<file path="src/rtl/instr_fetch_pkg.sv">
// Shared types and constants for the instruction-fetch stage.
// IF_ALIGN_CHECK_EN adds a misalign flag to every queued entry.
package instr_fetch_pkg;

    localparam logic [31:0] INSTR_NOP        = 32'h0000_0000;
    localparam logic [31:0] DEFAULT_RESET_PC = 32'h0000_3000;

    typedef enum logic [1:0] {
        FETCH_IDLE = 2'b00,
        FETCH_REQ  = 2'b01,
        FETCH_DROP = 2'b10
    } fetch_state_e;

`ifdef IF_ALIGN_CHECK_EN
    typedef struct packed {
        logic        misalign;
        logic [31:0] instr;
        logic [31:0] pc;
    } fetch_entry_t;
`else
    typedef struct packed {
        logic [31:0] instr;
        logic [31:0] pc;
    } fetch_entry_t;
`endif

    function automatic logic [31:0] pc_next(input logic [31:0] pc);
        return pc + 32'd4;
    endfunction

endpackage

</file>
<file path="src/rtl/instr_fetch_queue.sv">
// fetch_queue: DEPTH-entry synchronous FIFO with push/pop/flush, count and flags.
// A flush may coincide with a push; the pushed word becomes the sole entry.
module fetch_queue #(
    parameter int               DEPTH      = 2,
    parameter int               WIDTH      = 64,
    parameter logic [WIDTH-1:0] RESET_DATA = '0
) (
    input  logic                     clk,
    input  logic                     rst,
    input  logic                     push_i,
    input  logic [WIDTH-1:0]         push_data_i,
    input  logic                     pop_i,
    input  logic                     flush_i,
    output logic [WIDTH-1:0]         head_o,
    output logic [$clog2(DEPTH):0]   count_o,
    output logic                     full_o,
    output logic                     empty_o
);

    localparam int        PW         = $clog2(DEPTH);
    localparam logic [PW:0] FULL_COUNT = (PW+1)'(DEPTH);

    logic [WIDTH-1:0] mem_q [DEPTH];
    logic [PW-1:0]    rd_ptr_q, wr_ptr_q;
    logic [PW:0]      count_q;
    logic             do_pop, do_push;

    assign do_pop  = pop_i && (count_q != '0);
    assign do_push = push_i && ((count_q != FULL_COUNT) || do_pop);

    // NOTE: the storage is tiny, so it is reset like any other flop; this pins the head
    // output to RESET_DATA straight out of reset.
    always_ff @(posedge clk or posedge rst) begin
        if (rst) begin
            for (int i = 0; i < DEPTH; i++) mem_q[i] <= RESET_DATA;
            rd_ptr_q <= '0;
            wr_ptr_q <= '0;
            count_q  <= '0;
        end else if (flush_i) begin
            rd_ptr_q <= '0;
            wr_ptr_q <= PW'(push_i);
            count_q  <= (PW+1)'(push_i);
            if (push_i) mem_q[0] <= push_data_i;
        end else begin
            if (do_push) begin
                mem_q[wr_ptr_q] <= push_data_i;
                wr_ptr_q        <= wr_ptr_q + PW'(1);
            end
            if (do_pop) rd_ptr_q <= rd_ptr_q + PW'(1);
            count_q <= count_q + (PW+1)'(do_push) - (PW+1)'(do_pop);
        end
    end

    assign head_o  = mem_q[rd_ptr_q];
    assign count_o = count_q;
    assign full_o  = (count_q == FULL_COUNT);
    assign empty_o = (count_q == '0);

endmodule

</file>
<file path="src/rtl/instr_fetch.sv">
// instr_fetch: PC owner, single-outstanding imem req/ack master and 2-entry decode queue.
// Optional feature macro: IF_ALIGN_CHECK_EN (misaligned redirect yields a flagged nop, then halts).
module instr_fetch
    import instr_fetch_pkg::*;
#(
    parameter logic [31:0] RESET_PC = DEFAULT_RESET_PC,
    parameter int          QDEPTH   = 2
) (
    input  logic        clk,
    input  logic        rst,
    output logic        imem_req,
    output logic [31:0] imem_addr,
    input  logic        imem_ack,
    input  logic [31:0] imem_rdata,
    input  logic        redirect,
    input  logic [31:0] redirect_pc,
    output logic        if_valid,
    input  logic        if_ready,
    output logic [31:0] if_instr,
    output logic [31:0] if_pc,
    output logic [31:0] if_pc4
`ifdef IF_ALIGN_CHECK_EN
    ,
    output logic        if_misalign
`endif
);

    localparam int             CW          = $clog2(QDEPTH) + 1;
    localparam int             EW          = $bits(fetch_entry_t);
    localparam logic [EW-1:0]  RESET_ENTRY = EW'({INSTR_NOP, RESET_PC});

    fetch_state_e   state_q, state_d;
    logic [31:0]    pc_q, pc_d;
    logic [31:0]    drop_addr_q, drop_addr_d;
    logic           halt_q, halt_d;
    logic           q_push, q_pop, q_flush, q_full, q_empty;
    logic [CW-1:0]  q_count;
    fetch_entry_t   push_entry, head_entry;
    logic [31:0]    redirect_tgt;
    logic           room_after_push;
    logic           outstanding_after;

`ifdef IF_ALIGN_CHECK_EN
    assign redirect_tgt = redirect_pc;
`else
    assign redirect_tgt = redirect_pc & 32'hFFFF_FFFC;
`endif

    assign q_pop           = if_valid && if_ready;
    assign room_after_push = (int'(q_count) + 1 - int'(q_pop)) < QDEPTH;

    // NOTE: every output of this block gets a default before any branch, so no path can
    // leave a signal unassigned and infer a latch.
    always_comb begin
        state_d           = state_q;
        pc_d              = pc_q;
        drop_addr_d       = drop_addr_q;
        halt_d            = halt_q;
        q_push            = 1'b0;
        q_flush           = 1'b0;
        outstanding_after = 1'b0;
        push_entry        = '0;
        push_entry.instr  = imem_rdata;
        push_entry.pc     = pc_q;

        unique case (state_q)
            FETCH_IDLE: if (!halt_q && !q_full) state_d = FETCH_REQ;
            FETCH_REQ: begin
                if (imem_ack) begin
                    q_push  = 1'b1;
                    pc_d    = pc_next(pc_q);
                    state_d = room_after_push ? FETCH_REQ : FETCH_IDLE;
                end
            end
            FETCH_DROP: if (imem_ack) state_d = halt_q ? FETCH_IDLE : FETCH_REQ;
            default:    state_d = FETCH_IDLE;
        endcase

        // Redirect overrides everything; an open handshake must still be allowed to finish.
        if (redirect) begin
            q_flush           = 1'b1;
            q_push            = 1'b0;
            pc_d              = redirect_tgt;
            halt_d            = 1'b0;
            outstanding_after = (state_q != FETCH_IDLE) && !imem_ack;
            if (outstanding_after) begin
                state_d = FETCH_DROP;
                if (state_q == FETCH_REQ) drop_addr_d = pc_q;
            end else begin
                state_d = FETCH_REQ;
            end
`ifdef IF_ALIGN_CHECK_EN
            if (redirect_pc[1:0] != 2'b00) begin
                q_push              = 1'b1;
                push_entry.misalign = 1'b1;
                push_entry.instr    = INSTR_NOP;
                push_entry.pc       = redirect_pc;
                halt_d              = 1'b1;
                if (!outstanding_after) state_d = FETCH_IDLE;
            end
`endif
        end
    end

    always_ff @(posedge clk or posedge rst) begin
        if (rst) begin
            state_q     <= FETCH_IDLE;
            pc_q        <= RESET_PC;
            drop_addr_q <= RESET_PC;
            halt_q      <= 1'b0;
        end else begin
            state_q     <= state_d;
            pc_q        <= pc_d;
            drop_addr_q <= drop_addr_d;
            halt_q      <= halt_d;
        end
    end

    fetch_queue #(
        .DEPTH      (QDEPTH),
        .WIDTH      (EW),
        .RESET_DATA (RESET_ENTRY)
    ) u_queue (
        .clk         (clk),
        .rst         (rst),
        .push_i      (q_push),
        .push_data_i (push_entry),
        .pop_i       (q_pop),
        .flush_i     (q_flush),
        .head_o      (head_entry),
        .count_o     (q_count),
        .full_o      (q_full),
        .empty_o     (q_empty)
    );

    assign imem_req  = (state_q != FETCH_IDLE);
    assign imem_addr = (state_q == FETCH_DROP) ? drop_addr_q : pc_q;
    assign if_valid  = !q_empty;
    assign if_instr  = head_entry.instr;
    assign if_pc     = head_entry.pc;
    assign if_pc4    = pc_next(head_entry.pc);
`ifdef IF_ALIGN_CHECK_EN
    assign if_misalign = head_entry.misalign;
`endif

endmodule

</file>
<file path="config.mk">
export PLATFORM = sky130hd
export DESIGN_NAME = instr_fetch
export DESIGN_NICKNAME = d
export VERILOG_FILES = /design/src/rtl/instr_fetch_pkg.sv /design/src/rtl/instr_fetch_queue.sv /design/src/rtl/instr_fetch.sv
export SDC_FILE = /design/constraint.sdc
export NUM_CORES = 1
export LEC_CHECK = 0
export ABC_AREA = 1
export BUFFER_PORTS_ARGS = -buffer_cell sky130_fd_sc_hd__buf_4
export CAP_MARGIN = 10
export CORE_AREA = 2 2 125 176
export DETAILED_ROUTE_END_ITERATION = 10
export DIE_AREA = 0 0 127 178
export PLACE_DENSITY = 0.76
export SLEW_MARGIN = 25
export SYNTH_ARGS = -nofsm -noshare
export SYNTH_HDL_FRONTEND = slang
export SYNTH_SLANG_ARGS = --single-unit
</file>
<file path="constraint.sdc">
create_clock -name clk -period 5.52 [get_ports clk]
set_input_delay 0.552 -clock clk [delete_from_list [all_inputs] [get_ports clk]]
set_output_delay 0.552 -clock clk [all_outputs]
set_load 0.005 [all_outputs]
</file>
==> tab_implementation.tex <==
\begin{tabular}{lr}
\hline
Metric & Value \\
\hline
\multicolumn{2}{l}{\textbf{Global route}} \\
\quad Initial antenna violation count & 0 \\
\quad Overflow left after global routing & 0 \\
\quad Number of global-route vias before repair & 9457 \\
\quad Wire length of the first global-routing pass & 47.8 mm \\
\quad Maximum number of pins on one net before global-route repair & 192 \\
\quad GRT Resource Usage Total & 26.8\% \\
\multicolumn{2}{l}{\textbf{Synth}} \\
\quad Synthesized instance count & 1525 \\
\quad Count of different cell masters after synthesis & 34 \\
\quad Post-synthesis adder-cell area fraction & 0.472\% \\
\quad Number of enable-type register cells in the synthesized netlist & 0 \\
\quad Dominant synthesized flop cell & sky130\_fd\_sc\_hd\_\_dfrtp\_1 \\
\quad Cell Area, Synth & 10600 um\^{}2 \\
\quad Warning count from the yosys run & 0 \\
\quad Compound-cell area share of the yosys netlist & 10.6\% \\
\quad Basic-gate share of the synthesized area counting and, or, nand and nor cells & 32.3\% \\
\quad Main combinational cell family by area after synthesis & simple AND/OR/NAND/NOR gates \\
\quad Synthesized area divided by synthesized cell count & 6.95 um\^{}2 \\
\quad Async set-or-reset flop fraction in the synthesized netlist & 100\% \\
\quad Register bit total from synthesis & 191 \\
\quad Mux share of post-synthesis cell area & 0\% \\
\quad Register area share after synthesis & 45.2\% \\
\quad Share of the synthesized netlist area taken by xor and xnor gates & 2.31\% \\
\multicolumn{2}{l}{\textbf{STA}} \\
\quad Final-report hold violation count & 0 \\
\quad Number of failing setup endpoints in the final timing report & 0 \\
\quad Setup clock skew after layout & 0.00931 ns \\
\quad Max-slew violation count & 0 \\
\quad Setup ws final & 1.60 ns \\
\quad Transition time at the pin with the least slew margin & 1.01 ns \\
\quad Unrepaired setup endpoints after global routing & no \\
\quad Crit path time final & 3.92 ns \\
\quad Setup Total Neg Slack & 0 ns \\
\quad Worst slew margin relative to its limit & 32.8\% \\
\quad Fmax & 0.255 GHz \\
\quad Ratio of final minimum period to clock period & 71.0\% \\
\multicolumn{2}{l}{\textbf{Clock network}} \\
\quad Buffers inserted by post-CTS timing repair & 0 \\
\quad Clock Path Buffers & 2 \\
\quad Number of instances resized during post-cts repair & 0 \\
\quad CTS tree & done \\
\quad CTS buffer count & 17 \\
\quad Hold-fix buffers at CTS & 0 \\
\quad Root buffer cell & sky130\_fd\_sc\_hd\_\_clkbuf\_16 \\
\quad Number of H-tree levels & 4 \\
\quad Clock insertion delay at the later pin of the skew report & 0.44 ns \\
\quad Clock edge transition at the registers on the reported setup and hold paths & 0.08 ns \\
\quad \# clock sinks & 191 \\
\multicolumn{2}{l}{\textbf{Setup path}} \\
\quad Largest delay contributor family on the critical path & buffers and inverters \\
\quad Library cell contributing the largest single delay on the critical path & sky130\_fd\_sc\_hd\_\_inv\_2 \\
\quad CP required & 4.97 ns \\
\quad Critical path cell sequence & inv\_2 > buf\_4 > nand2\_1 > nand2\_1 > nand2\_1 > nor2\_1 > nand2\_1 > nor2\_2 > nand2\_1 > nand2\_1 > nand2\_1 > buf\_4 \\
\quad Delay of the slowest cell on the worst path & 0.67 ns \\
\quad Startpoint type of the worst setup path & flop \\
\quad Combined buffer and inverter count along the critical path & 3 \\
\quad Category of the most critical setup path & reg2out \\
\quad Most frequent CP cell & sky130\_fd\_sc\_hd\_\_nand2\_1 \\
\quad Category of the worst setup path capture point & output pin \\
\quad Reg-to-reg setup timing slack & 2.96 ns \\
\quad Critical path peak fanout & 51 \\
\quad Arrival time at the worst endpoint & 3.37 ns \\
\multicolumn{2}{l}{\textbf{Finish}} \\
\quad Filler cell count in the final layout & 2015 \\
\quad Diodes inserted & 0 \\
\quad Area growth syn-to-layout & 19.7\% \\
\quad Final-stage net count & 1752 \\
\quad Final core utilization & 60.5\% \\
\quad Layout cell share with drive strength beyond 1 & 15.7\% \\
\multicolumn{2}{l}{\textbf{Power and ir drop}} \\
\quad Switching fraction of total power & 41.5\% \\
\quad Part of the power in the clock network & 18.4\% \\
\quad Sequential Power Share & 35.9\% \\
\quad PwrDens & 517 nW/um\^{}2 \\
\quad Internal power component & 3830 uW \\
\quad Logic pwr share & 45.6\% \\
\quad Total power & 6550 uW \\
\quad Peak supply drop & 260 uV \\
\quad Leakage power figure & 0.00654 uW \\
\quad Net Switching & 2720 uW \\
\multicolumn{2}{l}{\textbf{Routing}} \\
\quad Number of DRC violations after detailed-routing iteration 0 & 807 \\
\quad Total vias in the final route & 10169 \\
\quad Vias per inst & 5.21 \\
\quad First-pass detailed-route iteration total & 5 \\
\quad Final routed wirelength across all metal layers & 30.0 mm \\
\quad Remaining antenna violation count & 0 \\
\quad Number of remaining DRC errors & 0 \\
\quad WL per Instance & 15.4 um \\
\multicolumn{2}{l}{\textbf{Outcome}} \\
\quad Run status & complete, no violations \\
\multicolumn{2}{l}{\textbf{Worst hold path}} \\
\quad Class of the tightest hold or removal check & in2async \\
\multicolumn{2}{l}{\textbf{Job}} \\
\quad Max-cap viol count & 0 \\
\multicolumn{2}{l}{\textbf{Floorplan}} \\
\quad Die Outline Area & 22600 um\^{}2 \\
\quad Chip Width & 127 um \\
\quad Number of placement rows & 63 \\
\quad Starting density of the core & 50.5\% \\
\quad Chip Height & 178 um \\
\quad \# IOs & 199 \\
\quad Core outline area & 21000 um\^{}2 \\
\multicolumn{2}{l}{\textbf{Place}} \\
\quad Worst setup slack after placement & 2.10 ns \\
\quad HPWL after detailed placement & 21.5 mm \\
\quad Last weighted congestion value of the routability-driven placer & 0.922 \\
\quad Input/output buffers & 194 \\
\hline
\end{tabular}
## power by group through the flow
stage	Combinational, uW	Clock [uW]	Sequential, uW
final	2990	1210	2350
after global routing	3330	1300	2430
after CTS	3010	1230	2350
after detailed placement	2990	0	2370
after global placement	2930	0	2340
after floorplan	1710	0	2280
## final timing paths
| check | start | to | cells past startpoint |
|---|---|---|---|
| worst max-delay path | u_queue.rd_ptr_q | if_pc4[31] | 12 |
| worst min-delay path | rst | u_queue.mem_q[121] | 3 |
| worst max register to register | state_q[1] | u_queue.mem_q[54] | 8 |
| worst min register to register | u_queue.mem_q[65] | u_queue.mem_q[65] | 2 |
| max in group asynchronous | rst | u_queue.mem_q[17] | 4 |
| min in group clk | redirect_pc[27] | pc_q[27] | 3 |
## logic make-up after synthesis
family | Yosys count
and+or+nand+nor | 873
buffers and inverters | 215
AOI/OAI and AO/OA | 213
DFF | 191
xor gates and xnor gates | 28
adders and majority gates | 4
other | 1
## Yosys cell counts, types with 2 or more instances
library cell	n	area, um^2
sky130_fd_sc_hd__dfrtp_1	183	4580
sky130_fd_sc_hd__nor2_2	4	25.0
sky130_fd_sc_hd__nand2_2	4	25.0
sky130_fd_sc_hd__o21ai_2	5	43.8
sky130_fd_sc_hd__xor2_1	26	228
sky130_fd_sc_hd__nand4_1	9	56.3
sky130_fd_sc_hd__buf_2	10	50.1
sky130_fd_sc_hd__nand3_1	63	315
sky130_fd_sc_hd__buf_1	6	22.5
sky130_fd_sc_hd__inv_2	3	11.3
sky130_fd_sc_hd__nor2_1	126	473
sky130_fd_sc_hd__buf_4	8	60.1
sky130_fd_sc_hd__o21ai_0	89	445
sky130_fd_sc_hd__xnor2_1	2	17.5
sky130_fd_sc_hd__clkbuf_1	30	113
sky130_fd_sc_hd__inv_1	143	537
sky130_fd_sc_hd__o211ai_1	7	52.6
sky130_fd_sc_hd__buf_6	14	158
sky130_fd_sc_hd__o21bai_1	3	22.5
sky130_fd_sc_hd__o21ai_1	103	515
sky130_fd_sc_hd__a21oi_1	5	25.0
sky130_fd_sc_hd__nand2_1	659	2470
sky130_fd_sc_hd__nor3_1	2	10.0
sky130_fd_sc_hd__dfstp_2	8	210
sky130_fd_sc_hd__ha_1	4	50.1
## tightest hold or removal path: stages
cell and delay [ns]:
sky130_fd_sc_hd__buf_4 0.12, sky130_fd_sc_hd__clkinvlp_4 0.07, sky130_fd_sc_hd__buf_12 0.29
## registers in the layout (all words and copies together) (netlist names)
signal,count
u_queue.mem_q,125
u_queue.count_o,2
u_queue.rd_ptr_q,1
pc_q,30
drop_addr_q,30
u_queue.wr_ptr_q,1
state_q,2
## cells in the final DEF, fill, tap and decap left out, drive strengths merged
master,instances
clkbuf,18
clkinv,5
nor3b,1
inv,152
and3,1
a31oi,1
xnor2,2
dfstp,8
clkinvlp,3
ha,4
dfrtp,183
and2,1
conb,2
o21ai,197
nand2,664
xor2,26
o21bai,3
nor2,131
or2,1
nand4,9
o211ai,7
a21oi,5
nor3,2
buf,203
nand3,63
## area by class of cell
cell class	instances	area, um^2	area share [%]
tap	260	325	2.57
sequential	191	4790	37.8
timing repair buffer	203	1560	12.3
clock inverter	14	151	1.19
inverter	146	552	4.35
clock buffer	18	429	3.38
multi-input combinational	1120	4880	38.5
## per-layer routing
metal	wire length, um	up-vias	global-route usage [%]
li1	-	5034	-
met2	14900	327	45.5
met5	0	-	0
met4	1090	0	11.5
met3	1520	61	3.78
met1	12500	4747	34.4
## per-stage QoR
step / hold WS [ns] / cells / instance area (um^2)
after floorplan: 0.436 / 1526 / 10600
after global placement: 0.452 / 1919 / 12100
after detailed placement: 0.462 / 1919 / 12100
after CTS: 0.321 / 1951 / 12700
after global routing: 0.230 / 1952 / 12700
final: 0.194 / 1952 / 12700
(Power assumes the default switching activity.)
